<file path="src/rtl/ifetch_unit_if.sv">
// Instruction memory read bus: request/acknowledge with error.
// Ports: master = fetch side (drives req/addr), slave = memory side (drives ack/rdata/err).
interface ifetch_unit_if;
    logic        imem_req;
    logic [31:0] imem_addr;
    logic        imem_ack;
    logic [31:0] imem_rdata;
    logic        imem_err;

    modport master (
        output imem_req,
        output imem_addr,
        input  imem_ack,
        input  imem_rdata,
        input  imem_err
    );

    modport slave (
        input  imem_req,
        input  imem_addr,
        output imem_ack,
        output imem_rdata,
        output imem_err
    );
endinterface

</file>
<file path="src/rtl/ifetch_unit.sv">
// Instruction fetch stage: reads imem at pc, latches the word into ir for decode.
// Ports: clk/rst, pc/flush/pc_wr (PC register side), imem (bus master),
//        ir_valid/ir/ir_pc/ir_ready (decode side), fetch_exc/exc_code.
module ifetch_unit #(
    parameter logic [31:0] RESET_PC  = 32'h0000_3000,
    parameter logic [31:0] NOP_INSTR = 32'h0000_0000,
    parameter int unsigned TIMEOUT   = 16
) (
    input  logic          clk,
    input  logic          rst,
    input  logic [31:0]   pc,
    input  logic          flush,
    output logic          pc_wr,
    ifetch_unit_if.master imem,
    output logic          ir_valid,
    output logic [31:0]   ir,
    output logic [31:0]   ir_pc,
    input  logic          ir_ready,
    output logic          fetch_exc,
    output logic [1:0]    exc_code
);

    localparam int unsigned CW = $clog2(TIMEOUT);
    localparam logic [CW-1:0] CNT_MAX = CW'(TIMEOUT - 1);

    localparam logic [1:0] EXC_NONE     = 2'b00;
    localparam logic [1:0] EXC_MISALIGN = 2'b01;
    localparam logic [1:0] EXC_BUS      = 2'b10;
    localparam logic [1:0] EXC_TIMEOUT  = 2'b11;

    typedef enum logic [1:0] {
        IDLE,
        REQ,
        HOLD,
        EXC
    } state_e;

    state_e        state_q, state_d;
    logic          imem_req_q, imem_req_d;
    logic [31:0]   imem_addr_q, imem_addr_d;
    logic          ir_valid_q, ir_valid_d;
    logic [31:0]   ir_q, ir_d;
    logic [31:0]   ir_pc_q, ir_pc_d;
    logic          fetch_exc_q, fetch_exc_d;
    logic [1:0]    exc_code_q, exc_code_d;
    logic [CW-1:0] cnt_q, cnt_d;
    logic          discard_q, discard_d;

    logic          drop;
    logic          done;
    logic          timed_out;

    // A flush in the same cycle as the response counts as a discard.
    assign drop      = discard_q | flush;
    assign done      = imem.imem_ack | imem.imem_err;
    assign timed_out = (cnt_q == CNT_MAX);

    assign pc_wr = flush
                 | ((state_q == HOLD) & ir_valid_q & ir_ready);

    always_comb begin
        state_d     = state_q;
        imem_req_d  = imem_req_q;
        imem_addr_d = imem_addr_q;
        ir_valid_d  = ir_valid_q;
        ir_d        = ir_q;
        ir_pc_d     = ir_pc_q;
        fetch_exc_d = fetch_exc_q;
        exc_code_d  = exc_code_q;
        cnt_d       = cnt_q;
        discard_d   = discard_q;

        unique case (state_q)
            IDLE: begin
                if (flush) begin
                    state_d = IDLE;
                end else if (pc[1:0] != 2'b00) begin
                    state_d     = EXC;
                    fetch_exc_d = 1'b1;
                    exc_code_d  = EXC_MISALIGN;
                end else begin
                    state_d     = REQ;
                    imem_req_d  = 1'b1;
                    imem_addr_d = pc;
                    cnt_d       = '0;
                end
            end

            REQ: begin
                if (done) begin
                    imem_req_d = 1'b0;
                    discard_d  = 1'b0;
                    if (drop) begin
                        state_d = IDLE;
                    end else if (imem.imem_err) begin
                        state_d     = EXC;
                        fetch_exc_d = 1'b1;
                        exc_code_d  = EXC_BUS;
                    end else begin
                        state_d    = HOLD;
                        ir_valid_d = 1'b1;
                        ir_d       = imem.imem_rdata;
                        ir_pc_d    = imem_addr_q;
                    end
                end else if (timed_out) begin
                    imem_req_d = 1'b0;
                    discard_d  = 1'b0;
                    if (drop) begin
                        state_d = IDLE;
                    end else begin
                        state_d     = EXC;
                        fetch_exc_d = 1'b1;
                        exc_code_d  = EXC_TIMEOUT;
                    end
                end else begin
                    // Below CNT_MAX here, so the increment cannot wrap.
                    cnt_d = cnt_q + 1'b1;
                    if (flush) begin
                        discard_d = 1'b1;
                    end
                end
            end

            HOLD: begin
                if (flush) begin
                    state_d    = IDLE;
                    ir_valid_d = 1'b0;
                    ir_d       = NOP_INSTR;
                end else if (ir_ready) begin
                    state_d    = IDLE;
                    ir_valid_d = 1'b0;
                end
            end

            EXC: begin
                if (flush) begin
                    state_d     = IDLE;
                    fetch_exc_d = 1'b0;
                    exc_code_d  = EXC_NONE;
                end
            end

            default: begin
                state_d = IDLE;
            end
        endcase
    end

    always_ff @(posedge clk or posedge rst) begin
        if (rst) begin
            state_q     <= IDLE;
            imem_req_q  <= 1'b0;
            imem_addr_q <= 32'h0;
            ir_valid_q  <= 1'b0;
            ir_q        <= NOP_INSTR;
            ir_pc_q     <= RESET_PC;
            fetch_exc_q <= 1'b0;
            exc_code_q  <= EXC_NONE;
            cnt_q       <= '0;
            discard_q   <= 1'b0;
        end else begin
            state_q     <= state_d;
            imem_req_q  <= imem_req_d;
            imem_addr_q <= imem_addr_d;
            ir_valid_q  <= ir_valid_d;
            ir_q        <= ir_d;
            ir_pc_q     <= ir_pc_d;
            fetch_exc_q <= fetch_exc_d;
            exc_code_q  <= exc_code_d;
            cnt_q       <= cnt_d;
            discard_q   <= discard_d;
        end
    end

    assign imem.imem_req  = imem_req_q;
    assign imem.imem_addr = imem_addr_q;
    assign ir_valid       = ir_valid_q;
    assign ir             = ir_q;
    assign ir_pc          = ir_pc_q;
    assign fetch_exc      = fetch_exc_q;
    assign exc_code       = exc_code_q;

endmodule

</file>
<file path="src/flat_wrapper.sv">
// flat-port wrapper written by rule: the top's interface ports become plain ports
module ifetch_unit_flat 
#(
    parameter logic [31:0] RESET_PC  = 32'h0000_3000,
    parameter logic [31:0] NOP_INSTR = 32'h0000_0000,
    parameter int unsigned TIMEOUT   = 16
)
  (clk, rst, pc, flush, pc_wr, ir_valid, ir, ir_pc, ir_ready, fetch_exc, exc_code, imem_imem_req, imem_imem_addr, imem_imem_ack, imem_imem_rdata, imem_imem_err);
  ifetch_unit_if imem_i ();
  input  logic clk;
  input  logic rst;
  input  logic [31:0] pc;
  input  logic flush;
  output logic pc_wr;
  output logic ir_valid;
  output logic [31:0] ir;
  output logic [31:0] ir_pc;
  input  logic ir_ready;
  output logic fetch_exc;
  output logic [1:0] exc_code;
  output wire logic [$bits(imem_i.imem_req)-1:0] imem_imem_req;
  output wire logic [$bits(imem_i.imem_addr)-1:0] imem_imem_addr;
  input wire logic [$bits(imem_i.imem_ack)-1:0] imem_imem_ack;
  input wire logic [$bits(imem_i.imem_rdata)-1:0] imem_imem_rdata;
  input wire logic [$bits(imem_i.imem_err)-1:0] imem_imem_err;
  assign imem_imem_req = imem_i.imem_req;
  assign imem_imem_addr = imem_i.imem_addr;
  assign imem_i.imem_ack = imem_imem_ack;
  assign imem_i.imem_rdata = imem_imem_rdata;
  assign imem_i.imem_err = imem_imem_err;
  ifetch_unit #(.RESET_PC(RESET_PC), .NOP_INSTR(NOP_INSTR), .TIMEOUT(TIMEOUT)) u_core (.clk(clk), .rst(rst), .pc(pc), .flush(flush), .pc_wr(pc_wr), .imem(imem_i), .ir_valid(ir_valid), .ir(ir), .ir_pc(ir_pc), .ir_ready(ir_ready), .fetch_exc(fetch_exc), .exc_code(exc_code));
endmodule
</file>
<file path="config.mk">
export PLATFORM = sky130hd
export DESIGN_NAME = ifetch_unit_flat
export DESIGN_NICKNAME = d
export VERILOG_FILES = /design/src/rtl/ifetch_unit_if.sv /design/src/rtl/ifetch_unit.sv /design/src/flat_wrapper.sv
export SDC_FILE = /design/constraint.sdc
export NUM_CORES = 1
export LEC_CHECK = 0
export ABC_AREA = 1
export BUFFER_PORTS_ARGS = -buffer_cell sky130_fd_sc_hd__buf_2
export CORE_UTILIZATION = 40
export DETAILED_ROUTE_END_ITERATION = 16
export HOLD_SLACK_MARGIN = 0.1
export PLACE_DENSITY = 0.64
export SLEW_MARGIN = 20
export SYNTH_ARGS = -nofsm -noshare
export SYNTH_HDL_FRONTEND = slang
export SYNTH_SLANG_ARGS = --single-unit
</file>
<file path="constraint.sdc">
create_clock -name clk -period 5.8 [get_ports clk]
set_clock_uncertainty 0.1 [all_clocks]
set_input_delay 0.29 -clock clk [delete_from_list [all_inputs] [get_ports clk]]
set_output_delay 0.29 -clock clk [all_outputs]
set_load 0.02 [all_outputs]
</file>
==> run metrics <==
Leakage 3.56 nW; WP data arrival 2.92 ns; H-Tree Depth 3; die span in x 106 um; total gr overflow 0; ys async rst share 100%; overall track demand over capacity in global routing 21.0%; # diodes 0; largest net degree at the start of global routing 77; post-synth top area share 61.3%; CTS tree done; initial drt markers 290; layout net count 787; Max-Cap Viols 0; layout cells sized above 1 27.5%; Synth Net Count 563; fin crit share 47.4%; routed vias/inst 4.66; Pwr Density 444 nW/um^2; Post-CTS Resized 0; number of remaining DRC errors 0; initial antenna violation count 0; Slew headroom 35.9%; CTS Buffer Depth 2; register clock-pin slew on the reported worst setup and hold paths 0.10 ns; I/O pins 172; DIE HEIGHT 106 um; RSZ-0062 raised after global routing false; outcome completed; Max FO, Critical Path 42; die area 11200 um^2; Min-Delay Path Class input port to flip-flop; worst slew pin tran 0.958 ns; count of unique library cells instantiated by Yosys 18; synth cell count leaders nand2_1, dfrtp_1, nand3_1, inv_1, o21ai_0; Initial Util 41.5%; CP Capture Type flip-flop; worst-case vdd ir drop 316 uV; Crit Path Category flip-flop to flip-flop; Root Buffer clkbuf_8; vias in the first global route 3972; number of synthesized register bits 108; crit start category flip-flop; Hold Buf Count CTS 63; HPWL after DPL 7.00 mm; total CTS buffers 9; Period minus WS final 2.75 ns; Most used DFF post-synth dfrtp_1; first-pass GRT wire length 18.8 mm; post-synthesis cell count 492; WL/cell 13.3 um; final hold vios 0; IO buf count 171; Final Setup Violations 0; largest cells by area after synthesis dfrtp_1, nand2_1, nand3_1; gpl congestion 0.761; core region area 10400 um^2; cell with the most instances after synthesis nand2_1; Post-Syn Area 4330 um^2; routed vias 3992; site row count 37; dpl cells 778; Req. time, crit path 5.98 ns; P&R area growth vs syn 40.5%; setup ws final 3.05 ns; antenna-violating nets left 0; Final Routed Wirelength 11.4 mm; clk_lat worst skew 0.37 ns; clock sink total 108; Max Transition Viols Final 0; Pre-Repair DR Iteration Count 4; Synth Warn # 0; syn_area_per_cell 8.80 um^2; Layout Cells excl Fill 857; area leader, netlist dfrtp_1; Post-CTS Setup Repair Bufs 0; pre-CTS setup slack 2.71 ns; Post-synth EDFFs 0; Seq/Total Area, Yosys 62.5%; upper clock frequency limit 364 MHz; Final TNS setup 0 ns
-- kinds of logic after synthesis --
logic type / after synthesis / share of synthesized area, %
simple gates: 297 / 27.7
flops: 108 / 62.5
buf+inv: 53 / 5.58
compound gates: 32 / 3.70
xor+xnor: 1 / 0.202
fa+ha+maj: 1 / 0.289
-- worst max-delay path: stages (launching register included) --
cell	delay, ns
dfrtp_1	0.51
nor2_1	0.20
nand3_1	0.71
inv_2	0.85
nand2_1	0.14
o21ai_0	0.14
-- layout by cell type, fill, tap and decap left out, types with 3 or more instances in the layout --
cell type      synthesis  layout
clkbuf_8               0      10
nand2_1              244     243
inv_2                  2       3
nor2_1                 8       8
dlygate4sd3_1          0      63
a21oi_1                3       3
o21ai_0               29      29
dfrtp_1              106     106
nand3_1               42      42
inv_1                 29      27
buf_2                  7     171
-- registers in the layout, summed over array words and instances (netlist names) --
| name | cells |
|---|---|
| u_core.cnt_q | 4 |
| u_core.discard_q | 1 |
| u_core.exc_code | 2 |
| u_core.fetch_exc | 1 |
| u_core.imem.imem_addr | 32 |
| u_core.imem.imem_req | 1 |
| u_core.ir | 32 |
| u_core.ir_pc | 32 |
| u_core.ir_valid | 1 |
| u_core.state_q | 2 |
-- routing by layer --
layer	part of all wire (%)	up-vias	track usage [%]
met5	0	-	0
met4	0.63	0	7.54
met3	7.5	8	4.72
met2	48	147	35.3
met1	44	1872	26.8
li1	-	1965	-
-- through the flow --
step | instance area [um^2] | hold slack (ns) | util (%) | total power [mW]
2_1_floorplan | 4330 | 0.300 | - | 1.85
3_3_place_gp | 5240 | 0.221 | 50.3 | 2.18
3_5_place_dp | 5240 | 0.225 | 50.3 | 2.21
4_1_cts | 6080 | 0.151 | 58.4 | 2.73
5_1_grt | 6080 | 0.192 | 58.4 | 2.89
6_report | 6080 | 0.181 | 58.4 | 2.70
-- power by group --
part | internal (mW) | total, mW | switching [mW]
sequential | 1.01 | 1.18 | 0.169
combinational | 0.343 | 1.05 | 0.705
clock | 0.214 | 0.473 | 0.259
total | 1.57 | 2.70 | 1.13
-- final cells by class --
type,instances,area (um^2)
Clock inverter,6,71.3
Clock buffer,10,138
Multi-Input combinational cell,331,1380
Timing Repair Buffer,235,1490
Fill cell,913,4340
Inverter,31,119
Sequential cell,108,2710
Tap cell,136,170
-- final timing paths --
check	startpoint	endpoint	slack (ns)	cells past startpoint
worst max-delay path	u_core.state_q[1]	u_core.imem.imem_addr[23]	3.05	5
worst min-delay path	ir_ready	u_core.ir_valid	0.18	4
worst min register to register	u_core.ir_pc[12]	u_core.ir_pc[12]	0.37	2
worst max register to register	u_core.state_q[1]	u_core.imem.imem_addr[23]	3.05	5
min in group asynchronous	rst	u_core.ir[21]	0.37	3
max in group asynchronous	rst	u_core.ir_pc[16]	3.93	4
(Power assumes the default switching activity.)
